==> src/rtl/multicycle_control_pkg.sv <==
// Shared types and constants for the multicycle MIPS-subset sequencer:
// state encoding, opcode/funct fields, ALUctr codes and the latched instruction class.
package multicycle_control_pkg;

  typedef enum logic [2:0] {
    S_FETCH  = 3'd0,
    S_DECODE = 3'd1,
    S_EXEC   = 3'd2,
    S_MEM    = 3'd3,
    S_WB     = 3'd4,
    S_TRAP   = 3'd5
  } state_e;

  localparam logic [5:0] OP_RTYPE = 6'b000000;
  localparam logic [5:0] OP_ADDI  = 6'b001000;
  localparam logic [5:0] OP_LW    = 6'b100011;
  localparam logic [5:0] OP_SW    = 6'b101011;
  localparam logic [5:0] OP_BEQ   = 6'b000100;
  localparam logic [5:0] OP_BNE   = 6'b000101;
  localparam logic [5:0] OP_BGTZ  = 6'b000111;

  localparam logic [5:0] FN_ADD  = 6'b100000;
  localparam logic [5:0] FN_ADDU = 6'b100001;
  localparam logic [5:0] FN_SUB  = 6'b100010;
  localparam logic [5:0] FN_SUBU = 6'b100011;
  localparam logic [5:0] FN_AND  = 6'b100100;
  localparam logic [5:0] FN_OR   = 6'b100101;
  localparam logic [5:0] FN_SLL  = 6'b000000;
  localparam logic [5:0] FN_SLT  = 6'b101010;
  localparam logic [5:0] FN_SLTU = 6'b101011;

  localparam logic [2:0] ALU_AND  = 3'd0;
  localparam logic [2:0] ALU_OR   = 3'd1;
  localparam logic [2:0] ALU_ADD  = 3'd2;
  localparam logic [2:0] ALU_SLT  = 3'd3;
  localparam logic [2:0] ALU_ADDU = 3'd4;
  localparam logic [2:0] ALU_SLL  = 3'd5;
  localparam logic [2:0] ALU_SUB  = 3'd6;
  localparam logic [2:0] ALU_SLTU = 3'd7;

  // R-type keeps its function so the ALU code can be recovered after DECODE
  typedef enum logic [3:0] {
    C_ADD     = 4'd0,
    C_ADDU    = 4'd1,
    C_SUB     = 4'd2,
    C_SUBU    = 4'd3,
    C_AND     = 4'd4,
    C_OR      = 4'd5,
    C_SLL     = 4'd6,
    C_SLT     = 4'd7,
    C_SLTU    = 4'd8,
    C_ADDI    = 4'd9,
    C_LW      = 4'd10,
    C_SW      = 4'd11,
    C_BEQ     = 4'd12,
    C_BNE     = 4'd13,
    C_BGTZ    = 4'd14,
    C_ILLEGAL = 4'd15
  } class_e;

  function automatic logic [2:0] alu_of_class(input class_e c);
    case (c)
      C_ADD:                 return ALU_ADD;
      C_ADDU:                return ALU_ADDU;
      C_SUB, C_SUBU:         return ALU_SUB;
      C_AND:                 return ALU_AND;
      C_OR:                  return ALU_OR;
      C_SLL:                 return ALU_SLL;
      C_SLT:                 return ALU_SLT;
      C_SLTU:                return ALU_SLTU;
      C_ADDI, C_LW, C_SW:    return ALU_ADD;
      C_BEQ, C_BNE, C_BGTZ:  return ALU_SUB;
      default:               return ALU_AND;
    endcase
  endfunction

  function automatic logic is_rtype(input class_e c);
    return (c <= C_SLTU);
  endfunction

  function automatic logic is_branch(input class_e c);
    return (c == C_BEQ) || (c == C_BNE) || (c == C_BGTZ);
  endfunction

  function automatic logic uses_imm(input class_e c);
    return (c == C_ADDI) || (c == C_LW) || (c == C_SW);
  endfunction

  function automatic logic branch_taken(input class_e c, input logic equal, input logic sign);
    return ((c == C_BEQ)  &&  equal) ||
           ((c == C_BNE)  && !equal) ||
           ((c == C_BGTZ) && !(equal | sign));
  endfunction

endpackage

==> src/rtl/mc_decode.sv <==
// Combinational op/fun -> instruction class mapping; registered by the top in DECODE.
module mc_decode
  import multicycle_control_pkg::*;
(
  input  logic [5:0] op,
  input  logic [5:0] fun,
  output class_e     cls
);

  // Map opcode, and for R-type the function field, onto a class
  always_comb begin
    cls = C_ILLEGAL;
    case (op)
      OP_RTYPE: begin
        case (fun)
          FN_ADD:  cls = C_ADD;
          FN_ADDU: cls = C_ADDU;
          FN_SUB:  cls = C_SUB;
          FN_SUBU: cls = C_SUBU;
          FN_AND:  cls = C_AND;
          FN_OR:   cls = C_OR;
          FN_SLL:  cls = C_SLL;
          FN_SLT:  cls = C_SLT;
          FN_SLTU: cls = C_SLTU;
          default: cls = C_ILLEGAL;
        endcase
      end
      OP_ADDI: cls = C_ADDI;
      OP_LW:   cls = C_LW;
      OP_SW:   cls = C_SW;
      OP_BEQ:  cls = C_BEQ;
      OP_BNE:  cls = C_BNE;
      OP_BGTZ: cls = C_BGTZ;
      default: cls = C_ILLEGAL;
    endcase
  end

endmodule

==> src/rtl/multicycle_control.sv <==
// Multicycle sequencer with imem/dmem ready handshakes for the MIPS-subset datapath.
// Define MULTICYCLE_CONTROL_TRAP_EN to send illegal instructions to a sticky TRAP state.
module multicycle_control
  import multicycle_control_pkg::*;
(
  input  logic       clk,
  input  logic       rst,
  input  logic [5:0] op,
  input  logic [5:0] fun,
  input  logic       equal,
  input  logic       sign,
  input  logic       imem_ready,
  input  logic       dmem_ready,
  output logic       pc_wr,
  output logic       ir_wr,
  output logic       nPC_sel,
  output logic       RegWr,
  output logic       RegDst,
  output logic       ExtOp,
  output logic       ALUSrc,
  output logic       MemWr,
  output logic       MemtoReg,
  output logic       mem_rd,
  output logic [2:0] ALUctr,
  output logic       instr_done,
  output logic       trap,
  output logic [2:0] state
);

  state_e state_r;
  state_e state_nx_s;
  class_e class_r;
  class_e dec_class_s;

  mc_decode u_decode (
    .op  (op),
    .fun (fun),
    .cls (dec_class_s)
  );

  // State and class registers; class is captured only while in DECODE
  always_ff @(posedge clk) begin
    if (rst) begin
      state_r <= S_FETCH;
      class_r <= C_ILLEGAL;
    end else begin
      state_r <= state_nx_s;
      if (state_r == S_DECODE) begin
        class_r <= dec_class_s;
      end else begin
        class_r <= class_r;
      end
    end
  end

  // Next state and output decode; every output is forced low while rst is high
  always_comb begin
    state_nx_s = state_r;
    pc_wr      = 1'b0;
    ir_wr      = 1'b0;
    nPC_sel    = 1'b0;
    RegWr      = 1'b0;
    RegDst     = 1'b0;
    ExtOp      = 1'b0;
    ALUSrc     = 1'b0;
    MemWr      = 1'b0;
    MemtoReg   = 1'b0;
    mem_rd     = 1'b0;
    ALUctr     = 3'd0;
    instr_done = 1'b0;
    trap       = 1'b0;
    state      = 3'd0;
    if (rst) begin
      state_nx_s = S_FETCH;
    end else begin
      state = state_r;
      case (state_r)
        S_FETCH: begin
          ir_wr = imem_ready;
          pc_wr = imem_ready;
          if (imem_ready) begin
            state_nx_s = S_DECODE;
          end else begin
            state_nx_s = S_FETCH;
          end
        end
        // Illegal handling must act in DECODE itself, before the class is latched
        S_DECODE: begin
          if (dec_class_s == C_ILLEGAL) begin
`ifdef MULTICYCLE_CONTROL_TRAP_EN
            trap       = 1'b1;
            state_nx_s = S_TRAP;
`else
            instr_done = 1'b1;
            state_nx_s = S_FETCH;
`endif
          end else begin
            state_nx_s = S_EXEC;
          end
        end
        S_EXEC: begin
          ALUctr = alu_of_class(class_r);
          ALUSrc = uses_imm(class_r);
          ExtOp  = uses_imm(class_r);
          RegDst = is_rtype(class_r);
          if (is_branch(class_r)) begin
            pc_wr      = branch_taken(class_r, equal, sign);
            nPC_sel    = branch_taken(class_r, equal, sign);
            instr_done = 1'b1;
            state_nx_s = S_FETCH;
          end else if ((class_r == C_LW) || (class_r == C_SW)) begin
            state_nx_s = S_MEM;
          end else begin
            state_nx_s = S_WB;
          end
        end
        S_MEM: begin
          mem_rd = (class_r == C_LW);
          MemWr  = (class_r == C_SW);
          if (!dmem_ready) begin
            state_nx_s = S_MEM;
          end else if (class_r == C_SW) begin
            instr_done = 1'b1;
            state_nx_s = S_FETCH;
          end else begin
            state_nx_s = S_WB;
          end
        end
        S_WB: begin
          RegWr      = 1'b1;
          MemtoReg   = (class_r == C_LW);
          RegDst     = is_rtype(class_r);
          ALUctr     = alu_of_class(class_r);
          instr_done = 1'b1;
          state_nx_s = S_FETCH;
        end
        S_TRAP: begin
`ifdef MULTICYCLE_CONTROL_TRAP_EN
          trap       = 1'b1;
          state_nx_s = S_TRAP;
`else
          state_nx_s = S_FETCH;
`endif
        end
        default: begin
          state_nx_s = S_FETCH;
        end
      endcase
    end
  end

endmodule

==> config.mk <==
export PLATFORM = sky130hd
export DESIGN_NAME = multicycle_control
export DESIGN_NICKNAME = d
export VERILOG_FILES = /design/src/rtl/multicycle_control_pkg.sv /design/src/rtl/mc_decode.sv /design/src/rtl/multicycle_control.sv
export SDC_FILE = /design/constraint.sdc
export NUM_CORES = 1
export LEC_CHECK = 0
export ABC_CLOCK_PERIOD_IN_PS = 2900
export CAP_MARGIN = 25
export CELL_PAD_IN_SITES_DETAIL_PLACEMENT = 0
export CELL_PAD_IN_SITES_GLOBAL_PLACEMENT = 1
export CORE_ASPECT_RATIO = 0.8
export CORE_MARGIN = 10
export CORE_UTILIZATION = 33
export CTS_BUF_LIST = sky130_fd_sc_hd__clkbuf_4 sky130_fd_sc_hd__clkbuf_8 sky130_fd_sc_hd__clkbuf_16
export CTS_CLUSTER_DIAMETER = 150
export DETAILED_ROUTE_END_ITERATION = 7
export MAX_ROUTING_LAYER = met4
export PLACE_DENSITY = 0.83
export SLEW_MARGIN = 20
export SYNTH_ARGS = -nofsm -noshare
export SYNTH_HDL_FRONTEND = slang
export SYNTH_HIERARCHICAL = 1
export SYNTH_SLANG_ARGS = --single-unit
==> constraint.sdc <==
create_clock -name clk -period 2.9 [get_ports clk]
set_clock_uncertainty 0.15 [all_clocks]
set_input_delay 0.29 -clock clk [delete_from_list [all_inputs] [get_ports clk]]
set_output_delay 0.29 -clock clk [all_outputs]
set_load 0.005 [all_outputs]
[Word-level counts from Yosys, hierarchy flattened]
Memory sizes are Yosys's and may differ from the RTL's. A register that Yosys moved wholly into a read port is not among the register bits.
Cells that the tools add are included.
Operators by class
  $lt $le $gt $ge: 1
  eq/ne operators: 25
  mux-type cells: 41
  bitwise operators: 1
  reduce and logical (&&, ||, !) cells: 16
Operators by type and width (number)
  $eq A6 B6 Y1 const B: 10
  $pmux W4 S9: 1
  $eq A4 B4 Y1 const B: 7
  $pmux W4 S7: 1
  $mux W1: 24
  $eq A6 B3 Y1 const B: 3
  $mux W3: 6
  $mux W4: 4
  $logic_not A6 Y1: 2
  $pmux W3 S4: 1
  $logic_or A1 B1 Y1: 7
  $eq A3 B2 Y1 const B: 2
  $eq A6 B4 Y1 const B: 1
  $pmux W3 S2: 1
  $le A4 B4 Y1 const B: 1
  $pmux W1 S4: 1
  $eq A3 B1 Y1 const B: 1
  $eq A3 B3 Y1 const B: 1
  $logic_and A1 B1 Y1: 3
  $logic_not A3 Y1: 1
  $logic_not A1 Y1: 2
  $mux W2: 1
  $pmux W1 S2: 1
  $reduce_or A2 Y1: 1
  $or A1 B1 Y1: 1
Word-level totals
  bits in registers: 7
  bits in read-only memories: 96
  bits of input ports: 18
  output and inout port bits: 18
  logic and storage cells: 88
  memories kept: 2
Memory list
  (name not given): words 16, width 3, rd ports 1, clocked after memory_dff 1, write ports 0, RTL line multicycle_control_pkg.sv:62  | case (c)
  (name not given): words 16, width 3, rd ports 1, clocked after memory_dff 1, write ports 0, RTL line multicycle_control_pkg.sv:62

[Longest topological paths before layout]
  depth in word-level cells: 7
  mapped depth: 7
  mapped depth without buffers: 7

[By module]
Netlist, hierarchy kept.
Modules (own cells, without submodules)
  multicycle_control: times used 1, cells an instance 110, area an instance 805.8 sq um, seq. area each 200.2 sq um
  mc_decode: times used 1, cells an instance 31, area an instance 209.0 sq um, seq. area each 0.0 sq um

[Worst setup path after synthesis]
OpenSTA, ideal clock, no wires.
  kind: input to output
  start point: input port op[1]
  end point: output port instr_done
  arrival time: 1.843 ns
  required time: 2.460 ns
  slack: 0.617 ns
  stages: 7
  path buffers: 0
  path through: or3_4 nor4_2 a311o_1 nand4_1 nor3b_1 nor3_1 o31ai_1
Between the ends
  cells in the longest elaborated chain, start to end: 6
  elaborated cells on any way between the ends: 12
  classes of those cells: 7 x eq/ne; 4 x mux; 1 x reduce/logical
Ends and longest elaborated chain
  from (decl): RTL line multicycle_control.sv:8  | input logic [5:0] op,
  $eq A6 B3 Y1 (tied with other cells): RTL line mc_decode.sv:13  | case (op)
  $pmux W4 S7 (*): RTL line mc_decode.sv:13
  named net dec_class_s[0]: RTL line multicycle_control.sv:33  | class_e dec_class_s;
  $eq A4 B4 Y1 (*): RTL line multicycle_control.sv:89  | if (dec_class_s == C_ILLEGAL) begin
  $mux W1 (*): RTL line multicycle_control.sv:89
  $pmux W1 S4 (*): RTL line multicycle_control.sv:77  | case (state_r)
  $mux W1 (*): RTL line multicycle_control.sv:73  | if (rst) begin
  to (decl): RTL line multicycle_control.sv:25  | output logic instr_done,
Mark *: on every way through the listed nets, which the timed path passes. The rest lies on a longest branch.

[Final worst setup path]
  start point: input port fun[1]
  end point: output port instr_done
Between the ends
  cells in the longest elaborated chain, start to end: 7
  elaborated cells on any way between the ends: 15
  classes of those cells: 9 x eq/ne; 5 x mux; 1 x reduce/logical
Ends and longest elaborated chain
  from (decl): RTL line multicycle_control.sv:9  | input logic [5:0] fun,
  $eq A6 B6 Y1 or $logic_not A6 Y1 (tied branches): RTL line mc_decode.sv:15  | case (fun)
  $pmux W4 S9 (*): RTL line mc_decode.sv:15
  $pmux W4 S7 (*): RTL line mc_decode.sv:13
  named net dec_class_s[0]: RTL line multicycle_control.sv:33
  $eq A4 B4 Y1 (*): RTL line multicycle_control.sv:89
  $mux W1 (*): RTL line multicycle_control.sv:89
  $pmux W1 S4 (*): RTL line multicycle_control.sv:77
  $mux W1 (*): RTL line multicycle_control.sv:73
Marks and branches as above.

==> reports/metrics.yaml <==
multi_input_area_um2: 756
antenna_cells: 0
maxCapViolations: 0
drc: 0
syn_to_final_growth_pct: 55.9
ff2ff_path_depth: 4
tightest_slew_ns: 0.729
holdBufCountCts: 0
dp_hpwl_um: 2630
top_level_ports: 36
clk_path_buf_depth: 2
hp-start: "class_r[0]$_SDFFE_PP1N_"
drive_above_1_share_pct: 19.1
crit_path_start: "fun[1]"
arrival_ns: 2.18
synth.most_common_cell: "nand2_1"
critPathMaxFanout: 6
post-place-ws_ns: -0.344
grt_max_degree: 15
core_um2: 2850
wire_per_inst_um: 14.2
maxSlewViolCount: 0
period_share_pct: 90.2
maxSlewHeadroom_pct: 51.3
drtAntennaViolNets: 0
power_uw: 467
max_freq_mhz: 382
clk_pin_slew_worst_paths_ns: 0.05
finalWirelength_um: 3210
grt_first_pass_wirelength_um: 5490
clock_latency_ns: 0.24
crit_type: "in -> out"
finalHoldViolCount: 0
run_status: "finished, final reports clean"
start_util_pct: 35.6
syn_nets: 159
cp.required_ns: 2.46
ys.flop_type: "dfxtp_1"
whs_path_depth: 2
vias: 1189
fp.dieW_um: 82.0
grt.total_usage_pct: 11.9
synth_cell_types: 47
min_period_ns: 2.62
synth-seq-area-share_pct: 19.7
firstDrtPassIters: 4
cts_buffers: 3
row_count: 17
setup_viol: 0
cts_tree: "built"
setup_slack_ns: 0.283
synth_top_area_cell: "dfxtp_1"
grt_pass1_vias: 1127
gp_congestion: 0.851
grt_setup_unrepaired: "false"
syn-cell-area_um2: 1010
async_reset_ff_share_pct: 0
r2r-start: "state_r[0]$_SDFF_PP0_"
die_h_um: 69.6
utilization_pct: 55.5
critPathCaptureType: "primary output"
peakVddDrop_mv: 0.228
p_leak_nw: 0.659
gr-total-overflow: 0
yosys.area.top_type_share_pct: 19.7
via_per_inst: 5.26
antenna_found_initial: 0
ys_top_cells_by_count: "nand2_1 (13), nor2_1 (12), dfxtp_1 (10)"
clock-root-buffer: "clkbuf_8"
h-tree-depth: 1
synth-edff-count: 0
io_buffers: 34
ys_seq_elements: 10
nets: 207
dpl.cell_count: 219
ys_top_cells_by_area: "dfxtp_1 (20%), nand2_1 (4.8%), nor2_1 (4.4%)"
p_per_area_nw_per_um2: 295
regArea_um2: 200
drtIter0Drc: 110
cp-start-kind: "input port"
finalNonFillerCells: 226
dieArea_um2: 5710
fillers: 280
syn_inst: 141
yosys_warnings: 6
hp-class: "reg -> reg"
syn_avg_cell_area_um2: 7.20
clock-sinks: 10
[cell usage in the layout, fill, tap and decap left out, types with 4 or more instances in the layout]
| master | netlist | routed |
|---|---|---|
| o211ai_1 | 4 | 4 |
| dfxtp_1 | 10 | 10 |
| inv_1 | 8 | 8 |
| nor3_1 | 7 | 7 |
| buf_4 | 2 | 20 |
| a211oi_1 | 4 | 4 |
| a21oi_1 | 6 | 6 |
| nand2_1 | 13 | 13 |
| nor2b_1 | 4 | 4 |
| and2_1 | 4 | 4 |
| clkbuf_8 | 0 | 4 |
| clkdlybuf4s50_1 | 0 | 30 |
| nand2b_1 | 6 | 6 |
| mux2i_1 | 4 | 4 |
| nand3_1 | 5 | 5 |
| nor2_1 | 12 | 12 |
[worst max-delay path, stage by stage]
cell	delay, ns
clkdlybuf4s50_1	0.56
nand4b_1	0.17
or2_0	0.24
a311o_1	0.36
nand4_1	0.13
nor3b_2	0.06
nor3_1	0.14
o31ai_1	0.08
buf_2	0.13
[through the flow]
step                      area [µm²]  TNS, ns  hold slack, ns
after CTS                       1560        0           0.488
after detailed placement        1470   -0.344           0.478
after floorplan                 1010        0           0.300
final                           1580        0           0.495
after global placement          1470   -0.281           0.487
after global routing            1580        0           0.546
[power by group]
part	switching, mW	total, mW	internal (mW)
sequential	0.0142	0.161	0.147
combinational	0.0592	0.132	0.0730
clock	0.0544	0.174	0.119
total	0.128	0.467	0.339
[logic make-up (layout without fill, tap and decap cells)]
| logic type | Yosys count | after routing | synth area share (%) |
|---|---|---|---|
| compound gates | 34 | 34 | 24.9 |
| buf+inv | 19 | 66 | 8.63 |
| fa+ha+maj | 2 | 2 | 1.97 |
| flops | 10 | 10 | 19.7 |
| other cells | 1 | 1 | 0.370 |
| simple gates | 67 | 67 | 36.7 |
| xor+xnor | 3 | 3 | 2.59 |
| mux | 5 | 5 | 5.06 |
[layout make-up]
class / instances / share of cell area (%)
Multi-Input combinational cell: 112 / 47.8
Sequential cell: 10 / 12.7
Inverter: 8 / 1.90
Timing Repair Buffer: 54 / 31.2
Tap cell: 38 / 3.01
Clock buffer: 4 / 3.48
[final timing paths]
kind / to / slack (ns)
hold / removal: class_r[0]$_SDFFE_PP1N_ / 0.49
setup reg to reg: flip-flop / 0.95
setup / recovery: instr_done / 0.28
hold reg to reg: class_r[0]$_SDFFE_PP1N_ / 0.49
[metal layers]
metal  global-route usage [%]  part of all wire [%]  vias up
met5                        -                     0        -
met1                     15.1                    43      540
li1                         -                     -      603
met2                     18.4                    49       42
met3                     3.10                   6.8        4
met4                     2.25                  0.56        0
[what timing repair did]
| action | 4_1_cts | 5_1_grt |
|---|---|---|
| setup buffers | 1 | 2 |
| setup endpoints to repair | 1 | 1 |
| pin swaps | 1 | 6 |
| resized for setup | 4 | 7 |
No activity file was read; power rests on OpenSTA's default activity.
